## src/rtl/mod_dp.sv

```systemverilog
// Datapath for the unsigned modulo unit: operand registers, guarded subtractor,
// comparator, quotient counter and done/div-zero status.
module mod_dp #(
    parameter int WIDTH = 8
) (
    input  logic             CLK,
    input  logic             reset,
    input  logic             loadA,
    input  logic             doSub,
    input  logic [WIDTH-1:0] a_in,
    input  logic [WIDTH-1:0] b_in,
    output logic             x,
    output logic [WIDTH-1:0] remainder,
    output logic [WIDTH-1:0] quotient,
    output logic             done,
    output logic             div_zero
);

    logic [WIDTH-1:0] r_a;
    logic [WIDTH-1:0] r_b;
    logic [WIDTH-1:0] r_quot;
    logic             r_done;
    logic             r_dz;

    logic             w_x;
    logic [WIDTH-1:0] w_diff;

    // Terminal condition also covers B==0 so a zero divisor never loops.
    assign w_x    = (r_a < r_b) || (r_b == '0);
    assign w_diff = r_a - r_b;

    always_ff @(posedge CLK or negedge reset) begin
        if (!reset) begin
            r_a    <= '0;
            r_b    <= '0;
            r_quot <= '0;
            r_done <= 1'b0;
            r_dz   <= 1'b0;
        end else if (loadA) begin
            r_a    <= a_in;
            r_b    <= b_in;
            r_quot <= '0;
            r_done <= 1'b0;
            r_dz   <= (b_in == '0);
        end else if (doSub && !w_x) begin
            r_a    <= w_diff;
            r_quot <= r_quot + 1'b1;
            r_done <= 1'b0;
        end else if (doSub) begin
            r_done <= 1'b1;
        end
    end

    assign x         = w_x;
    assign remainder = r_a;
    assign quotient  = r_quot;
    assign done      = r_done;
    assign div_zero  = r_dz;

endmodule

```

## config.mk

```make
export PLATFORM = sky130hd
export DESIGN_NAME = mod_dp
export DESIGN_NICKNAME = d
export VERILOG_FILES = /design/src/rtl/mod_dp.sv
export SDC_FILE = /design/constraint.sdc
export NUM_CORES = 1
export LEC_CHECK = 0
export BUFFER_PORTS_ARGS = -buffer_cell sky130_fd_sc_hd__buf_2
export CAP_MARGIN = 0
export CORE_MARGIN = 10
export CORE_UTILIZATION = 25
export DETAILED_ROUTE_END_ITERATION = 16
export HOLD_SLACK_MARGIN = 0.03
export PLACE_DENSITY = 0.41
export SKIP_LAST_GASP = 1
export SYNTH_ARGS = -nofsm -noshare
export SYNTH_HDL_FRONTEND = slang
export SYNTH_SLANG_ARGS = --single-unit
```

## constraint.sdc

```tcl
create_clock -name CLK -period 2.1 [get_ports CLK]
set_input_delay 0.315 -clock CLK [delete_from_list [all_inputs] [get_ports CLK]]
set_output_delay 0.315 -clock CLK [all_outputs]
set_load 0.03 [all_outputs]
```

==> flow_summary.json <==
{
  "outcome": "complete, but fails checks",
  "violations": "setup timing",
  "dp_hpwl_um": 3402,
  "grt_use_total_pct": 9.308,
  "grt_pass1_wl_um": 7693,
  "relSlewSlack_pct": 52.62,
  "reg2reg_slack_ps": -190,
  "multi_input_area_um2": 923.4,
  "cts_tree": "built",
  "power_mw": 1.932,
  "async_reset_ff_share_pct": 100.0,
  "cp_top_family": "adder cells",
  "wl_um": 4434,
  "synth_top_area_cell": "dfrtp_1",
  "ir_drop_v": 0.0004298,
  "worstPathArrival_ps": 2050,
  "netlist_area_um2": 1528,
  "cpMaxStageDelayCell": "dfrtp_2",
  "clk_latency_ps": 270,
  "gp_routability_congestion": 0.7353,
  "skew_ps": 1.684,
  "cap_viol_max_count": 0,
  "worstReg2RegStart": "remainder[0]",
  "antenna_found_initial": 0,
  "hp-class": "in2async",
  "setup_ws_ps": -261.3,
  "critPathMaxStageDelay_ps": 430,
  "holdWs_ps": 53.19,
  "start_kind": "flop",
  "synth_top_area_share_pct": 42.59,
  "finalCritPeriodShare_pct": 112.4,
  "utilization_pct": 39.54,
  "cts_buffers": 3,
  "drv_slew": 0,
  "setup_viol_count_final": 16,
  "clock_path_buffers": 2,
  "rsz0062_at_grt": "true",
  "syn_avg_cell_area_um2": 9.315,
  "clockRootBuffer": "clkbuf_8",
  "yosys-top-cells-area": "dfrtp_1 (43%), ha_1 (7.4%), nand2_1 (4.2%), inv_1 (3.4%), o21ai_0 (3.3%)",
  "vias": 1465,
  "num-fill-cells": 599,
  "final_cell_area_um2": 2341,
  "die_x_um": 98.17,
  "hold_buffers": 0,
  "viasPerCell": 4.607,
  "portBuffers": 38,
  "dr.pass1.iters": 4,
  "startpoint": "remainder[0]",
  "antenna_cells": 0,
  "wl_per_cell_um": 13.94,
  "leakage_nw": 1.129,
  "regArea_um2": 651.9,
  "clkTransAtPathRegs_ps": 90,
  "period_minus_slack_ps": 2361,
  "critical_path_buf_inv_count": 4,
  "path_depth": 9,
  "ys_dominant_reg_cell": "dfrtp_1",
  "ys_types": 44,
  "io_pins": 39,
  "grt-ovfl-total": 0,
  "synth_seq_area_share_pct": 42.59,
  "crit_path_cell_trace": "inv_2 > ha_4 > inv_2 > fa_2 > a211oi_4 > o2111ai_2 > buf_4 > nand3_2 > buf_6",
  "clock.fmax_ghz": 0.4235,
  "worstPathMaxFanout": 2,
  "drt_iter0_markers": 44,
  "coreArea_um2": 5921,
  "crit_top_cell": "inv_2",
  "cp-endpoint": "x",
  "drc": 0,
  "die-area_um2": 9637,
  "critPathRequiredTime_ps": 1780,
  "cts_sinks": 26,
  "synth_edf_count": 0,
  "cp-end-kind": "output port",
  "synthCells": 164,
  "hold_violations": 0,
  "grt_pass1_vias": 1598,
  "p_per_area_nw_per_um2": 825.2,
  "die-height_um": 98.17,
  "grt_max_degree": 37,
  "tightest_slew_ps": 710.7,
  "synth_seq_cells": 26,
  "start_util_pct": 25.80,
  "ys.warnings.count": 0,
  "drive_above_1_share_pct": 46.50,
  "htreeDepth": 1,
  "fin_nets": 274,
  "path_class": "reg2out",
  "r2r_cells": 10,
  "reg2reg_to": "quotient[6]",
  "num_rows": 28,
  "area_delta_synth_final_pct": 53.24,
  "ant_nets": 0,
  "place_area_um2": 2102,
  "syn_nets": 194
}
power by group:
group,internal (mW),switching (mW)
Combinational,0.526,0.509
Clock,0.136,0.160
Sequential,0.556,0.0456
placed cells by master (no fill, tap or decap), types with 4 or more instances in the layout:
master,n
buf_2,37
buf_4,36
dfrtp_1,25
nand2_1,15
inv_1,12
o21ai_0,10
ha_1,8
o21ai_1,7
buf_6,7
nor2_1,6
nor4_1,5
a21oi_1,5
nand3_1,4
registers in the layout, summed over array words and instances, names as in the netlist:
name       flops
r_b            8
remainder      8
quotient       8
done           1
div_zero       1
through the flow:
step	setup slack (ps)	TNS [ps]	instances
final	-261.3	-1687	318
after global routing	-362.7	-3781	318
after CTS	-261.6	-1361	317
after detailed placement	-173.6	-1529	308
after global placement	-110.5	-1058	308
after floorplan	-220.4	-401.7	164
metal layers:
layer / vias up / part of all wire [%] / track usage [%] / routed length (µm)
met5: - / 0 / 0 / 0
met4: 0 / 0.38 / 1.323 / 17
met3: 2 / 4.5 / 2.678 / 201
met2: 28 / 46 / 14.87 / 2057
met1: 691 / 49 / 12.36 / 2158
li1: 744 / - / - / -
cells by family (layout without fill, tap and decap cells):
kind of cell | after synthesis | after routing | share of synthesized area, %
AND/OR/NAND/NOR | 52 | 52 | 17.53
AO/OA/AOI/OAI | 44 | 44 | 19.00
flip-flops | 26 | 26 | 42.59
buffers and inverters | 21 | 100 | 5.323
adder cells (fa/ha/maj) | 10 | 10 | 8.682
XOR/XNOR | 6 | 6 | 3.440
multiplexers | 5 | 5 | 3.440
synthesized netlist by cell type (all sizes together) (2+ instances only):
| cell | number |
|---|---|
| a211oi | 2 |
| a21o | 3 |
| a21oi | 8 |
| and3 | 2 |
| buf | 3 |
| clkbuf | 4 |
| dfrtp | 26 |
| ha | 9 |
| inv | 14 |
| mux2 | 2 |
| mux2i | 3 |
| nand2 | 17 |
| nand3 | 6 |
| nor2 | 6 |
| nor2b | 3 |
| nor3 | 2 |
| nor3b | 2 |
| nor4 | 5 |
| o2111ai | 2 |
| o21ai | 17 |
| o311ai | 2 |
| o31ai | 3 |
| or3 | 4 |
| xnor2 | 4 |
| xor2 | 2 |
worst min path at each step:
stage,from,to,depth (start not counted)
3_5_place_dp,reset,div_zero,1
3_3_place_gp,reset,r_b[2],1
4_1_cts,reset,r_b[1],1
2_1_floorplan,reset,div_zero,0
5_1_grt,reset,r_b[1],1
6_report,reset,r_b[1],1
layout make-up:
class	instances	area share [%]
Clock buffer	4	1.924
Inverter	14	2.245
Multi-Input combinational cell	117	39.44
Sequential cell	26	27.85
Tap cell	75	4.009
Timing Repair Buffer	82	24.53
timing repair:
item / CTS / global route
gates cloned: 0 / 0
buffers inserted: 5 / 1
setup endpoints to repair: 17 / 18
pin swaps: 11 / 4
resized for setup: 21 / 7
Power figures use the tool's default switching activity.
